<file path="src/rtl/matrix_pkg.sv">
// Shared definitions for the matrix add/subtract engine.
// Holds default sizes, op encodings, FSM states and size decode.
package matrix_pkg;

  localparam int DEF_ELEM_W  = 8;
  localparam int DEF_MAX_DIM = 5;
  localparam int DEF_LANES   = 5;

  localparam logic OP_ADD = 1'b0;
  localparam logic OP_SUB = 1'b1;

  typedef enum logic [1:0] {
    S_IDLE = 2'd0,
    S_RUN  = 2'd1,
    S_DONE = 2'd2
  } state_t;

  // matrix_size encodes dimension-2, clamped to the largest supported.
  function automatic int dim_of(input int sz, input int max_dim);
    int n;
    n = sz + 2;
    if (n > max_dim) n = max_dim;
    return n;
  endfunction

endpackage

</file>
<file path="src/rtl/matrix_elem_alu.sv">
// Single-element signed add/sub with overflow detect.
// Saturates overflowing results when MATRIX_SAT_EN is defined.
module matrix_elem_alu
  import matrix_pkg::*;
#(
  parameter int ELEM_W = DEF_ELEM_W
) (
  input  logic              op,
  input  logic [ELEM_W-1:0] a,
  input  logic [ELEM_W-1:0] b,
  output logic [ELEM_W-1:0] y,
  output logic              ovf
);

  logic [ELEM_W-1:0] raw;
  logic sa, sb, sr;

  // Wrapped result, sign-rule overflow, optional clamp.
  always_comb begin
    raw = (op == OP_SUB) ? a - b : a + b;
    sa  = a[ELEM_W-1];
    sb  = b[ELEM_W-1];
    sr  = raw[ELEM_W-1];
    if (op == OP_SUB) ovf = (sa != sb) && (sr != sa);
    else              ovf = (sa == sb) && (sr != sa);
`ifdef MATRIX_SAT_EN
    if (ovf) y = sa ? {1'b1, {(ELEM_W-1){1'b0}}}
                    : {1'b0, {(ELEM_W-1){1'b1}}};
    else     y = raw;
`else
    y = raw;
`endif
  end

endmodule

</file>
<file path="src/rtl/matrix_addsub_seq.sv">
// Sequential matrix A+B / A-B, LANES elements per cycle.
// Optional saturation via MATRIX_SAT_EN (see matrix_elem_alu).
module matrix_addsub_seq
  import matrix_pkg::*;
#(
  parameter int ELEM_W  = DEF_ELEM_W,
  parameter int MAX_DIM = DEF_MAX_DIM,
  parameter int LANES   = DEF_LANES,
  parameter int SZ_W    = 2
) (
  input  logic                              clk,
  input  logic                              reset,
  input  logic                              start,
  input  logic                              op,
  input  logic [SZ_W-1:0]                   matrix_size,
  input  logic [MAX_DIM*MAX_DIM*ELEM_W-1:0] matrix_A,
  input  logic [MAX_DIM*MAX_DIM*ELEM_W-1:0] matrix_B,
  output logic [MAX_DIM*MAX_DIM*ELEM_W-1:0] result_out,
  output logic                              overflow,
  output logic                              busy,
  output logic                              done
);

  localparam int NE = MAX_DIM * MAX_DIM;
  localparam int VW = NE * ELEM_W;
  localparam int IW = $clog2(NE + LANES + 1);

  state_t state, state_d;

  logic [IW-1:0] idx, nn_q;
  logic          op_q;
  logic [VW-1:0] a_q, b_q, res_q;
  logic          ovf_q;
  logic          accept, last;
  int            dim_n;

  logic [ELEM_W-1:0] la [LANES];
  logic [ELEM_W-1:0] lb [LANES];
  logic [ELEM_W-1:0] ly [LANES];
  logic [LANES-1:0]  lact, lovf;

  assign dim_n  = dim_of(int'(matrix_size), MAX_DIM);
  assign accept = (state == S_IDLE) && start;
  assign last   = (int'(idx) + LANES) >= int'(nn_q);

  // State register.
  always_ff @(posedge clk) begin
    if (reset) state <= S_IDLE;
    else       state <= state_d;
  end

  // Next state and status outputs.
  always_comb begin
    state_d = state;
    busy    = (state != S_IDLE);
    done    = (state == S_DONE);
    unique case (state)
      S_IDLE:  if (start) state_d = S_RUN;
      S_RUN:   if (last)  state_d = S_DONE;
      S_DONE:  state_d = S_IDLE;
      default: state_d = S_IDLE;
    endcase
  end

  // Fetch the operands for this cycle's lanes.
  always_comb begin
    for (int l = 0; l < LANES; l++) begin
      int e;
      e       = int'(idx) + l;
      lact[l] = e < int'(nn_q);
      la[l]   = '0;
      lb[l]   = '0;
      if (e < NE) begin
        la[l] = a_q[e*ELEM_W +: ELEM_W];
        lb[l] = b_q[e*ELEM_W +: ELEM_W];
      end
    end
  end

  for (genvar g = 0; g < LANES; g++) begin : g_lane
    matrix_elem_alu #(.ELEM_W(ELEM_W)) u_alu (
      .op  (op_q),
      .a   (la[g]),
      .b   (lb[g]),
      .y   (ly[g]),
      .ovf (lovf[g])
    );
  end

  // Latch on accept, then write active lanes each RUN cycle.
  always_ff @(posedge clk) begin
    if (reset) begin
      idx   <= '0;
      nn_q  <= '0;
      op_q  <= OP_ADD;
      a_q   <= '0;
      b_q   <= '0;
      res_q <= '0;
      ovf_q <= 1'b0;
    end else if (accept) begin
      idx   <= '0;
      nn_q  <= IW'(dim_n * dim_n);
      op_q  <= op;
      a_q   <= matrix_A;
      b_q   <= matrix_B;
      res_q <= '0;
      ovf_q <= 1'b0;
    end else if (state == S_RUN) begin
      for (int l = 0; l < LANES; l++) begin
        if (lact[l])
          res_q[(int'(idx)+l)*ELEM_W +: ELEM_W] <= ly[l];
      end
      ovf_q <= ovf_q | (|(lovf & lact));
      idx   <= idx + IW'(LANES);
    end
  end

  assign result_out = res_q;
  assign overflow   = ovf_q;

endmodule

</file>
<file path="config.mk">
export PLATFORM = sky130hd
export DESIGN_NAME = matrix_addsub_seq
export DESIGN_NICKNAME = d
export VERILOG_FILES = /design/src/rtl/matrix_pkg.sv /design/src/rtl/matrix_elem_alu.sv /design/src/rtl/matrix_addsub_seq.sv
export SDC_FILE = /design/constraint.sdc
export NUM_CORES = 2
export LEC_CHECK = 0
export CORE_MARGIN = 2
export CORE_UTILIZATION = 40
export CTS_CLUSTER_DIAMETER = 60
export CTS_CLUSTER_SIZE = 24
export DETAILED_ROUTE_END_ITERATION = 8
export PLACE_DENSITY = 0.65
export SLEW_MARGIN = 0
export SYNTH_ARGS = -nofsm -noshare
export SYNTH_HDL_FRONTEND = slang
export SYNTH_SLANG_ARGS = --single-unit
</file>
<file path="constraint.sdc">
create_clock -name clk -period 7.07 [get_ports clk]
set_clock_uncertainty 0.1 [all_clocks]
set_input_delay 1.414 -clock clk [delete_from_list [all_inputs] [get_ports clk]]
set_output_delay 1.414 -clock clk [all_outputs]
set_load 0.05 [all_outputs]
</file>
Yosys cells after proc, flatten, opt, wreduce, memory -nomap -nowiden
Cells that the tools add are included.

Bits of input ports: 406. Flip-flop bits (word level): 614. Logic and storage cells: 146.

Equality and inequality tests: 19. Add/sub/neg operators: 22. Reductions and logical operators: 16. Multiply operators: 1. Muxes and demuxes: 46. Shifts and indexed selects: 20. Bitwise operators: 2. Order comparisons: 12.

Operators by type and width (count): $mux 200 (17); $shiftx 200x32->8 (8); $bwmux 200 (5); $shift 8x33->200 const A (5); $shiftx 8x33->200 (5); $shiftx 200x9->8 (2); $neg 9->33 (4); $lt 32x6->1 (4); $lt 32x6->1 const B (4); $mux 8 (15); $add 8x8->8 (5); $sub 8x8->8 (5); $neg 8->33 (1); $mul 32x32->5 (1); $add 5x2->6 const B (2); $add 5x3->6 const B (2); $logic_and 1x1->1 (11); $ne 1x1->1 (10); $add 5x1->6 const B (1); $ge 6x5->1 (1); $add 5x3->5 const B (1); $and 5x5->5 (1); $eq 1x1->1 (5); $lt 5x5->1 (1); other kinds (16) (22).

Logic depth before layout (Yosys ltp)
Depth in word-level cells: 27. Depth in mapped cells: 31.

By module
Synthesis repeated with hierarchy kept, for this count alone.

Cell total of the unflattened synthesis: 6709. Area total of the unflattened synthesis: 49567.5 um^2.

By module, submodules not included: matrix_addsub_seq (cells each 6399, area each 47252.8 um^2, instances 1); matrix_elem_alu (cells each 62, area each 462.9 um^2, instances 5).

Least setup slack after synthesis
Ideal clock, no wire load.

Path kind: flip-flop to flip-flop. Start: register idx[2]. End: register res_q[30] (netlist: result_out[30]). Arrival time: 6.503 ns. Cell stages (with the launch flop): 28. Period minus slack after synthesis: 6.720 ns. Buffers on the path: 8. Path slack: 0.350 ns. Required time: 6.853 ns. Cells stage by stage: dfxtp_1 buf_4 buf_4 buf_4 inv_1 clkbuf_1 buf_2 buf_1 clkbuf_1 clkbuf_1 ha_1 nand2b_1 o211ai_1 nand2_1 nor4_2 inv_1 ha_1 mux2_2 fa_1 nor2b_1 o21ai_0 a21boi_0 o21a_1 o21ai_0 nand4_1 o32ai_1 a311o_1 a22o_1.

Word-level cells in the longest chain between the ends: 27.

Ends and longest elaborated chain: start, declared (RTL line matrix_addsub_seq.sv:30) `logic [IW-1:0] idx, nn_q;`; start signal, assigned (RTL line matrix_addsub_seq.sv:114) `idx <= idx + IW'(LANES);`; $shiftx 200x9->8 (tied with other cells) (RTL line matrix_addsub_seq.sv:74) `la[l] = a_q[e*ELEM_W +: ELEM_W];`; $mux 8 (RTL line matrix_addsub_seq.sv:73) `if (e < NE) begin`; $add 8x8->8 or $sub 8x8->8 (tied branches) (RTL line matrix_elem_alu.sv:20) `raw = (op == OP_SUB) ? a - b : a + b;`; $mux 8 (RTL line matrix_elem_alu.sv:20); $shiftx 8x33->200 (RTL line matrix_addsub_seq.sv:111) `res_q[(int'(idx)+l)*ELEM_W +: ELEM_W] <= ly[l];`; $bwmux 200 (RTL line matrix_addsub_seq.sv:111); $mux 200 (RTL line matrix_addsub_seq.sv:110) `if (lact[l])`; $mux 200 (RTL line matrix_addsub_seq.sv:108) `end else if (state == S_RUN) begin`; (+11 left out); $mux 200 (RTL line matrix_addsub_seq.sv:92) `if (reset) begin`; $bwmux 200 (RTL line matrix_addsub_seq.sv:111); $mux 200 (RTL line matrix_addsub_seq.sv:110); $mux 200 (RTL line matrix_addsub_seq.sv:108); $mux 200 (RTL line matrix_addsub_seq.sv:100) `end else if (accept) begin`; $mux 200 (RTL line matrix_addsub_seq.sv:92); $bwmux 200 (RTL line matrix_addsub_seq.sv:111); $mux 200 (*) (RTL line matrix_addsub_seq.sv:110); end signal, assigned by index (RTL line matrix_addsub_seq.sv:111); end, declared (RTL line matrix_addsub_seq.sv:32) `logic [VW-1:0] a_q, b_q, res_q;`.

Mark *: on every way between the ends. The rest lies on a longest branch, timed or not. The select of a mux whose other input is x is not followed. A chain may end at the register's enable or synchronous reset.

Worst setup path in the final report
Start: register idx[0]. End: register res_q[38] (netlist: result_out[38]).

Same word-level chain as after synthesis.

==> results.json <==
{
  "outcome": "finished with violations",
  "violations": "capacitance limit",
  "cts.sinks": 613,
  "worst_ep_required_time_ps": 7560,
  "yosysWarnings": 0,
  "worstPathCellList": "buf_12 -> nor2_2 -> a41o_1 -> a31o_2 -> o211ai_1 -> nor3_1 -> inv_1 -> ha_1 -> mux2i_1 -> fa_1 -> a21o_1 -> a21oi_1 -> o21ai_0 -> a21oi_1 -> xnor2_1 -> nand2_1 -> a221oi_1 -> a21oi_1 -> a211oi_1",
  "vias": 61693,
  "rrSetupSlack_ps": 60,
  "powerDensity_nw_per_um2": 278,
  "detailedRoute.firstIterationViolations": 9661,
  "clkPwrFrac_pct": 26.4,
  "finalCriticalPeriod_ps": 7010,
  "synth_top_area_share_pct": 24.4,
  "cts_tree": "done",
  "grt_pass1_wl_um": 442000,
  "power.total_w": 0.0172,
  "final_layout_size_suffix_gt1_share_pct": 12.1,
  "cts_made_buffers": 75,
  "syn_nets": 7223,
  "worstRegToRegCells": 19,
  "combinationalPowerShare_pct": 49.9,
  "drtPass1Iterations": 7,
  "fp-row-count": 130,
  "hold_end": "a_q[9]$_SDFFE_PP0P_",
  "cpPeakStageDelay_ps": 1150,
  "antenna_found_initial": 33,
  "cts_setup_buffers": 0,
  "cts_hold_buf": 0,
  "placed_area_um2": 58900,
  "synth_seq_cells": 613,
  "drt-total-wl_um": 323000,
  "die_area_um2": 128000,
  "syn_inst": 6733,
  "ys_seq_area_share_pct": 24.4,
  "p_int_w": 0.00865,
  "syn_avg_cell_area_um2": 7.46,
  "slowest_stage": "a221oi_1",
  "ys.flop_type": "dfxtp_1",
  "synthArstFlopShare_pct": 0,
  "rr_endpoint": "result_out[38]$_SDFFE_PP0N_",
  "grt_setup_unrepaired": "no",
  "switching_share_pct": 49.6,
  "p_sw_w": 0.00853,
  "path_clk_slew_ps": 90,
  "finalHoldViolCount": 0,
  "p_leak_nw": 21.4,
  "yosysTopAreaCell": "dfxtp_1",
  "cts-root-buf": "clkbuf_16",
  "fin_cells": 8951,
  "grt-ovfl-total": 0,
  "worst_ep_arrival_time_ps": 7500,
  "design_area_um2": 61800,
  "synth.most_common_cell": "nand2_1",
  "end_kind": "flop",
  "fillCellCount": 12339,
  "first_global_vias": 56185,
  "hp-start": "a_q[9]$_SDFFE_PP0P_",
  "synth_commonest_cells": "1,363 x nand2_1, 816 x a21oi_1, 613 x dfxtp_1",
  "die_w_um": 358,
  "post-route-period-util_pct": 99.2,
  "ant_nets": 0,
  "grt_usage_pct": 48.4,
  "hold_class": "reg2reg",
  "post_drt_via_cell_ratio": 6.89,
  "synth-edff-count": 0,
  "fmax_mhz": 143,
  "worst_slew_pin_slew_ps": 1490,
  "insertion_delay_ps": 710,
  "ctsResizeCount": 0,
  "wl_per_cell_um": 36.1,
  "setup_violations": 0,
  "path_max_fanout": 73,
  "ys_types": 119,
  "slew_viol_final": 0,
  "hold_depth": 2,
  "grt_max_degree": 197,
  "io_buffer_count": 608,
  "route.detailed.drc": 0,
  "worstSetupPathType": "reg2reg",
  "die_h_um": 358,
  "maxSlewHeadroom_pct": 0.352,
  "synthTopCellsByArea": "dfxtp_1 24%, nand2_1 10%, mux2i_1 8.4%",
  "syn2layout_area_growth_pct": 23.0,
  "initial_core_util_pct": 40.2,
  "htreeDepth": 3,
  "synth_area_um2": 50300,
  "cap_violations": 1,
  "nets": 7709,
  "cts_buffer_depth": 3,
  "cp-start-kind": "flop",
  "coreArea_um2": 125000,
  "reg2reg_from": "idx[0]$_SDFFE_PP0N_",
  "crit_top_cell": "a21oi_1",
  "place_inst": 8792,
  "peakVddDrop_v": 0.000399,
  "seqPwrFrac_pct": 23.7,
  "setup-tns-final_ps": 0,
  "place.gp.congestion": 1.12,
  "hpwl_um": 242000,
  "ios": 609
}
[cells by family (layout without fill, tap and decap cells)]
kind of cell	count (synthesis)	after routing	synth area share, %
AND/OR/NAND/NOR	2526	2526	21.6
flip-flops	613	613	24.4
multiplexers	682	682	18.3
AO/OA/AOI/OAI	2106	2106	25.9
other	0	22	0
adder cells (fa/ha/maj)	84	84	2.18
buffers and inverters	637	1183	6.01
XOR/XNOR	85	85	1.57
[worst max-delay path: cells and delay by family, from the launching register on]
family                     cells  cell delay [ps]
and+or+nand+nor                3             2020
adders and majority gates      2              790
AOI/OAI and AO/OA             10             2680
DFF                            1              490
muxes                          1              130
buffers and inverters          2              360
xor gates and xnor gates       1              230
[worst max path at each step]
| stage | endpoint | from | cells after the start |
|---|---|---|---|
| after floorplan | result_out[30]$_SDFFE_PP0N_ | idx[2]$_SDFFE_PP0N_ | 27 |
| after global placement | result_out[183]$_SDFFE_PP0N_ | idx[1]$_SDFFE_PP0N_ | 21 |
| after detailed placement | result_out[141]$_SDFFE_PP0N_ | idx[2]$_SDFFE_PP0N_ | 25 |
| after CTS | result_out[141]$_SDFFE_PP0N_ | idx[2]$_SDFFE_PP0N_ | 25 |
| after global routing | result_out[38]$_SDFFE_PP0N_ | idx[0]$_SDFFE_PP0N_ | 19 |
| final | result_out[38]$_SDFFE_PP0N_ | idx[0]$_SDFFE_PP0N_ | 19 |
[flip-flops by register name, summed over array words and instances, names as in the netlist]
| register | flops |
|---|---|
| nn_q | 4 |
| a_q | 200 |
| state | 2 |
| result_out | 200 |
| idx | 5 |
| b_q | 200 |
| op_q | 1 |
| overflow | 1 |
[power by group through the flow]
| stage | logic [W] | clock network, W | registers (W) |
|---|---|---|---|
| after global routing | 0.00844 | 0.00466 | 0.00408 |
| after global placement | 0.00776 | 0 | 0.00412 |
| after CTS | 0.00778 | 0.00453 | 0.00404 |
| after floorplan | 0.00334 | 0 | 0.00412 |
| final | 0.00858 | 0.00453 | 0.00407 |
| after detailed placement | 0.00776 | 0 | 0.00412 |
[metal layers]
metal	share of wire [%]	global-route usage, %	vias up
li1	-	-	25709
met1	37	59.7	29597
met2	41	68.9	5035
met3	14	18.3	1328
met4	8.8	34.5	24
met5	0.048	0	-
[layout make-up]
| class | instances | area (um^2) | area share [%] |
|---|---|---|---|
| clock buffers | 86 | 2020 | 3.27 |
| diodes | 22 | 55.1 | 0.0891 |
| repair buffers | 983 | 9210 | 14.9 |
| inverters | 63 | 244 | 0.395 |
| multi-input cells | 5483 | 35100 | 56.8 |
| well taps | 1650 | 2060 | 3.34 |
| clock inverters | 51 | 818 | 1.32 |
| flip-flops and latches | 613 | 12300 | 19.9 |
[cells in the final DEF (no fill, tap or decap), types with 23 or more instances in the layout]
| master | instances |
|---|---|
| nand4_1 | 27 |
| inv_1 | 57 |
| a221oi_1 | 63 |
| dfxtp_1 | 608 |
| xor2_1 | 23 |
| o21ai_0 | 421 |
| a22oi_1 | 52 |
| or3_1 | 32 |
| clkbuf_16 | 77 |
| nand3_1 | 111 |
| a21oi_1 | 816 |
| mux2i_1 | 424 |
| nand2_1 | 1360 |
| nand2b_1 | 36 |
| nor2_1 | 528 |
| nor4_1 | 34 |
| buf_12 | 24 |
| nor2b_1 | 49 |
| xnor2_1 | 53 |
| mux4_2 | 182 |
| clkdlybuf4s50_1 | 607 |
| o211ai_1 | 57 |
| a31oi_1 | 90 |
| mux2_2 | 74 |
| and2_1 | 30 |
| a211oi_1 | 172 |
| o22ai_1 | 109 |
| buf_4 | 351 |
| o221ai_1 | 34 |
| ha_1 | 78 |
| o311ai_0 | 32 |
| and3_1 | 31 |
| nor3_1 | 178 |
[per-stage QoR]
step	utilization (%)	hold slack, ps	setup slack (ps)
finish	49.4	357	57.8
global route	49.4	379	105
CTS	49.4	359	557
detailed placement	47.1	346	639
global placement	47.1	343	680
floorplan	-	333	350
(Power assumes the default switching activity.)
